[config.mk]
export PLATFORM = sky130hd
export DESIGN_NAME = av2_recon_frame_writer
export DESIGN_NICKNAME = d
export VERILOG_FILES = /design/src/rtl/av2_recon_writer_pkg.sv /design/src/rtl/av2_sync_fifo.sv /design/src/rtl/av2_recon_frame_writer.sv
export SDC_FILE = /design/constraint.sdc
export NUM_CORES = 2
export LEC_CHECK = 0
export ABC_AREA = 0
export ABC_CLOCK_PERIOD_IN_PS = 37300
export CAP_MARGIN = 20
export CORE_AREA = 2 2 522 524
export CTS_CLUSTER_DIAMETER = 100
export CTS_CLUSTER_SIZE = 20
export DETAILED_ROUTE_END_ITERATION = 10
export DIE_AREA = 0 0 524 526
export PLACE_DENSITY = 0.67
export SLEW_MARGIN = 5
export SYNTH_ARGS = -nofsm -noshare
export SYNTH_HDL_FRONTEND = slang
export SYNTH_HIERARCHICAL = 1
export SYNTH_SLANG_ARGS = --single-unit
[constraint.sdc]
create_clock -name clk -period 37.3 [get_ports clk]
set_input_delay 3.73 -clock clk [delete_from_list [all_inputs] [get_ports clk]]
set_output_delay 3.73 -clock clk [all_outputs]
set_load 0.05 [all_outputs]
[src/rtl/av2_recon_writer_pkg.sv]
// Shared types for the reconstructed-frame writer: read FSM states,
// burst descriptor layout and the default beat stride.
package av2_recon_writer_pkg;

    localparam int BEAT_BYTES_DEF = 16;

    typedef enum logic [1:0] {
        IDLE,
        CMD,
        DATA
    } rd_state_t;

    typedef struct packed {
        logic [31:0] addr;
        logic [7:0]  len;
    } burst_desc_t;

endpackage

[src/rtl/av2_sync_fifo.sv]
// Single-clock FIFO with full/empty/level; pushes on full and pops on
// empty are ignored. Ports: clk, rst_n, push/din, pop/dout, full, empty, level.
module av2_sync_fifo #(
    parameter int WIDTH = 8,
    parameter int DEPTH = 16
) (
    input  logic                     clk,
    input  logic                     rst_n,
    input  logic                     push,
    input  logic [WIDTH-1:0]         din,
    input  logic                     pop,
    output logic [WIDTH-1:0]         dout,
    output logic                     full,
    output logic                     empty,
    output logic [$clog2(DEPTH):0]   level
);
    localparam int AW = $clog2(DEPTH);

    logic [WIDTH-1:0] mem [DEPTH];
    logic [AW-1:0]    wr_ptr;
    logic [AW-1:0]    rd_ptr;
    logic [AW:0]      count;
    logic             do_push;
    logic             do_pop;

    assign full    = (count == (AW+1)'(DEPTH));
    assign empty   = (count == '0);
    assign level   = count;
    assign dout    = mem[rd_ptr];
    assign do_push = push && !full;
    assign do_pop  = pop && !empty;

    // Storage carries no reset; only pointers and count define contents.
    always_ff @(posedge clk) begin
        if (do_push) mem[wr_ptr] <= din;
    end

    always_ff @(posedge clk or negedge rst_n) begin
        if (!rst_n) begin
            wr_ptr <= '0;
            rd_ptr <= '0;
            count  <= '0;
        end else begin
            if (do_push) wr_ptr <= wr_ptr + 1'b1;
            if (do_pop)  rd_ptr <= rd_ptr + 1'b1;
            if (do_push && !do_pop)      count <= count + 1'b1;
            else if (do_pop && !do_push) count <= count - 1'b1;
        end
    end

endmodule

[src/rtl/av2_recon_frame_writer.sv]
// Buffers reconstructed beats, coalesces address-contiguous beats into
// bursts and writes them over a command + write-data interface.
// Ports: recon_* write stream in, mem_cmd_* / mem_w* burst interface out,
// writer_done / overflow_err / busy / fifo_level status.
module av2_recon_frame_writer
    import av2_recon_writer_pkg::*;
#(
    parameter int FIFO_DEPTH    = 16,
    parameter int MAX_BURST     = 8,
    parameter int BEAT_BYTES    = BEAT_BYTES_DEF,
    parameter int FLUSH_TIMEOUT = 64
) (
    input  logic                          clk,
    input  logic                          rst_n,
    input  logic [127:0]                  recon_data,
    input  logic [31:0]                   recon_addr,
    input  logic                          recon_wr_en,
    input  logic                          tile_done,
    output logic                          mem_cmd_valid,
    input  logic                          mem_cmd_ready,
    output logic [31:0]                   mem_cmd_addr,
    output logic [7:0]                    mem_cmd_len,
    output logic [127:0]                  mem_wdata,
    output logic                          mem_wvalid,
    input  logic                          mem_wready,
    output logic                          mem_wlast,
    output logic                          writer_done,
    output logic                          overflow_err,
    output logic                          busy,
    output logic [$clog2(FIFO_DEPTH):0]   fifo_level
);
    localparam int CW = $clog2(MAX_BURST) + 1;
    localparam int TW = $clog2(FLUSH_TIMEOUT) + 1;
    localparam int DW = 128 + 32;

    // data FIFO
    logic          d_push, d_pop, d_full, d_empty;
    logic [DW-1:0] d_head;

    // descriptor FIFO
    logic          l_push, l_pop, l_full, l_empty;
    burst_desc_t   l_din, l_head;
    logic [$clog2(FIFO_DEPTH):0] l_level;

    // open run
    logic          run_open;
    logic [31:0]   run_start, run_last;
    logic [CW-1:0] run_cnt;
    logic [TW-1:0] idle_cnt;

    logic          new_run, close_a, close_b, timeout;
    logic [31:0]   cur_start;
    logic [CW-1:0] cur_cnt;
    burst_desc_t   desc_a, desc_b;

    // second descriptor closed in the same cycle waits here one cycle
    logic          pend_v, pend_nv;
    burst_desc_t   pend_d, pend_nd;

    logic          flush_pending;

    rd_state_t     state, state_n;
    logic [31:0]   cmd_addr;
    logic [7:0]    cmd_len;
    logic [7:0]    beat_idx;

    logic          unused_bits;

    assign d_push = recon_wr_en && !d_full;

    av2_sync_fifo #(.WIDTH(DW), .DEPTH(FIFO_DEPTH)) u_data_fifo (
        .clk   (clk),
        .rst_n (rst_n),
        .push  (d_push),
        .din   ({recon_data, recon_addr}),
        .pop   (d_pop),
        .dout  (d_head),
        .full  (d_full),
        .empty (d_empty),
        .level (fifo_level)
    );

    av2_sync_fifo #(.WIDTH($bits(burst_desc_t)), .DEPTH(FIFO_DEPTH)) u_len_fifo (
        .clk   (clk),
        .rst_n (rst_n),
        .push  (l_push),
        .din   (l_din),
        .pop   (l_pop),
        .dout  (l_head),
        .full  (l_full),
        .empty (l_empty),
        .level (l_level)
    );

    assign unused_bits = ^{d_head[31:0], l_full, l_level};

    // Run tracking: close_a closes the previous run when a new one starts,
    // close_b closes the run as it stands after this cycle's push.
    always_comb begin
        new_run   = !run_open
                 || (recon_addr != run_last + 32'(BEAT_BYTES))
                 || (run_cnt == CW'(MAX_BURST));
        close_a   = d_push && new_run && run_open;
        desc_a    = '{addr: run_start, len: 8'(run_cnt - 1'b1)};
        cur_start = (d_push && new_run) ? recon_addr : run_start;
        if (!d_push)     cur_cnt = run_cnt;
        else if (new_run) cur_cnt = CW'(1);
        else             cur_cnt = run_cnt + 1'b1;
        timeout   = !d_push && run_open
                 && (idle_cnt == TW'(FLUSH_TIMEOUT - 1));
        if (d_push)
            close_b = tile_done || (cur_cnt == CW'(MAX_BURST));
        else
            close_b = run_open && (tile_done || timeout);
        desc_b    = '{addr: cur_start, len: 8'(cur_cnt - 1'b1)};
    end

    // A pending descriptor implies no open run, so at most two
    // descriptors compete in any cycle.
    always_comb begin
        l_push  = 1'b0;
        l_din   = desc_b;
        pend_nv = pend_v;
        pend_nd = pend_d;
        if (pend_v) begin
            l_push  = 1'b1;
            l_din   = pend_d;
            pend_nv = close_a || close_b;
            pend_nd = close_a ? desc_a : desc_b;
        end else if (close_a) begin
            l_push  = 1'b1;
            l_din   = desc_a;
            pend_nv = close_b;
            pend_nd = desc_b;
        end else if (close_b) begin
            l_push  = 1'b1;
            l_din   = desc_b;
            pend_nv = 1'b0;
        end
    end

    always_ff @(posedge clk or negedge rst_n) begin
        if (!rst_n) begin
            run_open  <= 1'b0;
            run_start <= '0;
            run_last  <= '0;
            run_cnt   <= '0;
            idle_cnt  <= '0;
            pend_v    <= 1'b0;
            pend_d    <= '0;
        end else begin
            pend_v <= pend_nv;
            pend_d <= pend_nd;
            if (d_push) begin
                run_start <= cur_start;
                run_last  <= recon_addr;
                run_cnt   <= close_b ? '0 : cur_cnt;
                run_open  <= !close_b;
                idle_cnt  <= '0;
            end else if (run_open) begin
                if (close_b) begin
                    run_open <= 1'b0;
                    run_cnt  <= '0;
                    idle_cnt <= '0;
                end else begin
                    idle_cnt <= idle_cnt + 1'b1;
                end
            end
        end
    end

    always_ff @(posedge clk or negedge rst_n) begin
        if (!rst_n) begin
            overflow_err  <= 1'b0;
            flush_pending <= 1'b0;
        end else begin
            if (recon_wr_en && d_full) overflow_err <= 1'b1;
            if (tile_done)        flush_pending <= 1'b1;
            else if (writer_done) flush_pending <= 1'b0;
        end
    end

    assign writer_done = flush_pending && !run_open && !pend_v
                      && d_empty && l_empty && (state == IDLE);

    assign busy = !d_empty || run_open || pend_v || !l_empty
               || (state != IDLE);

    assign mem_cmd_addr = cmd_addr;
    assign mem_cmd_len  = cmd_len;

    // Read FSM: one command, then its beats, strictly in sequence.
    always_comb begin
        state_n       = state;
        l_pop         = 1'b0;
        d_pop         = 1'b0;
        mem_cmd_valid = 1'b0;
        mem_wvalid    = 1'b0;
        mem_wlast     = 1'b0;
        mem_wdata     = '0;
        unique case (state)
            IDLE: begin
                if (!l_empty) begin
                    l_pop   = 1'b1;
                    state_n = CMD;
                end
            end
            CMD: begin
                mem_cmd_valid = 1'b1;
                if (mem_cmd_ready) state_n = DATA;
            end
            DATA: begin
                mem_wvalid = !d_empty;
                mem_wdata  = d_empty ? '0 : d_head[DW-1:32];
                mem_wlast  = !d_empty && (beat_idx == cmd_len);
                d_pop      = mem_wvalid && mem_wready;
                if (d_pop && mem_wlast) state_n = IDLE;
            end
            default: state_n = IDLE;
        endcase
    end

    always_ff @(posedge clk or negedge rst_n) begin
        if (!rst_n) begin
            state    <= IDLE;
            cmd_addr <= '0;
            cmd_len  <= '0;
            beat_idx <= '0;
        end else begin
            state <= state_n;
            if (l_pop) begin
                cmd_addr <= l_head.addr;
                cmd_len  <= l_head.len;
            end
            if (state == CMD && mem_cmd_ready) beat_idx <= '0;
            else if (d_pop)                    beat_idx <= beat_idx + 1'b1;
        end
    end

endmodule

==> flow_metrics.tcl <==
set metrics [dict create \
    status "complete, no violations" \
    place_area_mm2 0.122 \
    critPathKind "flop to primary output" \
    finalCritPeriodShare_pct 28.7 \
    synthCells 6100 \
    avgSynthCellArea_um2 18.9 \
    portBuffers 344 \
    hold_viol 0 \
    grt_max_degree 132 \
    power.density_mw_per_mm2 74.0 \
    worstMarginPinSlew_ns 1.16 \
    finish.instance_area_mm2 0.127 \
    drv_slew 0 \
    area_delta_synth_final_pct 10.7 \
    globalplace.congestion 0.856 \
    cts_root_buf "clkbuf_16" \
    fmax_ghz 0.0934 \
    crit_path_start_kind "flop" \
    slew_headroom_pct 22.5 \
    post_cts_resized 0 \
    required_ns 33.57 \
    report.power.total_uw 9420 \
    cts_buffers 164 \
    routed_wl_um 283000 \
    fin_crit_ns 10.70 \
    clk_path_buf_depth 3 \
    cts.sinks 2880 \
    cp_max_fo 52 \
    final_common_cell "edfxtp_1" \
    register_area_mm2 0.0855 \
    rows 191 \
    clk_latency_ns 0.88 \
    grt_pass1_wl_um 411000 \
    final_cell_mix "2688 x edfxtp_1, 705 x mux2i_1, 345 x nand2_1" \
    cts_tree "built" \
    drv_cap 0 \
    final_util_pct 47.2 \
    hold_depth 1 \
    rsz0062_at_grt "no" \
    clkSlewWorstSetupHoldPaths_ns 0.08 \
    setup_viol 0 \
    dr.first_iter.drc_count 6010 \
    num_vias 58697 \
    r2r_cells 18 \
    firstDrtPassIters 8 \
    core_mm2 0.270 \
    crit_path_end_kind "primary output" \
    p_leak_uw 0.0416 \
    cts_setup_buffers 0 \
    synth_nets 6292 \
    dieArea_mm2 0.276 \
    final_nets 6565 \
    drive_gt1_share_pct 15.2 \
    grt_overflow 0 \
    post_drt_wl_per_cell_um 28.2 \
    antenna_found_initial 58 \
    track_usage_pct 20.3 \
    clock_skew_ns 0.0712 \
    cts-htree-levels 4 \
    io_pins 345 \
    grt_pass1_vias 58782 \
    multiInputGateArea_mm2 0.0276 \
    post-route-drc-count 0 \
    start_util_pct 42.6 \
    final_antenna_net_count 0 \
    fp.dieH_um 526 \
    ctsHoldBuffers 0 \
    die_w_um 524 \
    dp_hpwl_um 152000 \
    syn-cell-area_mm2 0.115 \
    finalSetupTns_ns 0 \
    hold_path_class "flop to flop" \
    yosysWarnings 6 \
    arrival_ns 6.97 \
    viasPerCell 5.85 \
    ir_worst_vdd_uv 73.3 \
    nFillCells 22127 \
]
-- state kept, by name, summed over array words and instances, names as in the netlist, 2 cells and up --
register and flops:
u_data_fifo/mem 2048, u_len_fifo/mem 640, pend_d 37, mem_cmd_addr 32
run_last 32, run_start 32, beat_idx 8, mem_cmd_len 8
idle_cnt 7, u_data_fifo/level 5, u_len_fifo/level 5, run_cnt 4
u_data_fifo/rd_ptr 4, u_data_fifo/wr_ptr 4, u_len_fifo/rd_ptr 4, u_len_fifo/wr_ptr 4
state 2
-- area by class of cell --
class	instances	share of cell area (%)
clock inverter	21	0.320
timing repair buffer	492	3.78
antenna	22	0.0433
inverter	21	0.0678
clock buffer	213	3.39
tap	3570	3.51
multi-input combinational	2814	21.7
sequential	2880	67.2
-- metrics by stage --
step	setup WS, ns	hold WS (ns)	std cells
3_3_place_gp	27.39	0.448	9764
5_1_grt	26.03	0.516	10025
3_5_place_dp	27.40	0.466	9769
4_1_cts	26.44	0.484	10003
2_1_floorplan	22.65	0.449	6100
6_report	26.60	0.482	10033
-- worst max-delay path, cell delays in order (launching register included) --
cell	delay, ns
dfrtp_4	0.73
buf_4	0.81
buf_4	0.83
buf_4	0.77
buf_4	0.85
mux2i_1	0.16
a221oi_1	0.40
o21ai_0	0.15
nand2_1	0.13
and2_1	0.23
clkdlybuf4s50_1	0.84
-- routing by layer --
layer,GRT usage [%],vias to the layer above,routed length [um]
li1,-,25207,-
met5,0,-,224
met2,33.4,1922,139000
met4,5.53,34,6790
met1,28.1,31168,119000
met3,3.25,366,18100
-- power breakdown --
| group | internal [uW] | total (uW) | switching [uW] | leakage [uW] |
|---|---|---|---|---|
| clock network | 839 | 1860 | 1020 | 0.00228 |
| logic | 1210 | 3300 | 2090 | 0.0128 |
| registers | 4070 | 4260 | 186 | 0.0266 |
| total | 6120 | 9420 | 3300 | 0.0416 |
-- worst paths after layout --
path                                            start                    end  slack (ns)
worst max-delay path            u_data_fifo/rd_ptr[0]          mem_wdata[94]       26.60
worst min-delay path                    flush_pending          flush_pending        0.48
worst max register to register            run_last[4]  u_len_fifo/mem[11][5]       30.53
worst min register to register          flush_pending          flush_pending        0.48
max in group asynchronous                       rst_n            idle_cnt[5]       32.97
min in group asynchronous                       rst_n       mem_cmd_addr[15]        2.85
(Power assumes the default switching activity.)
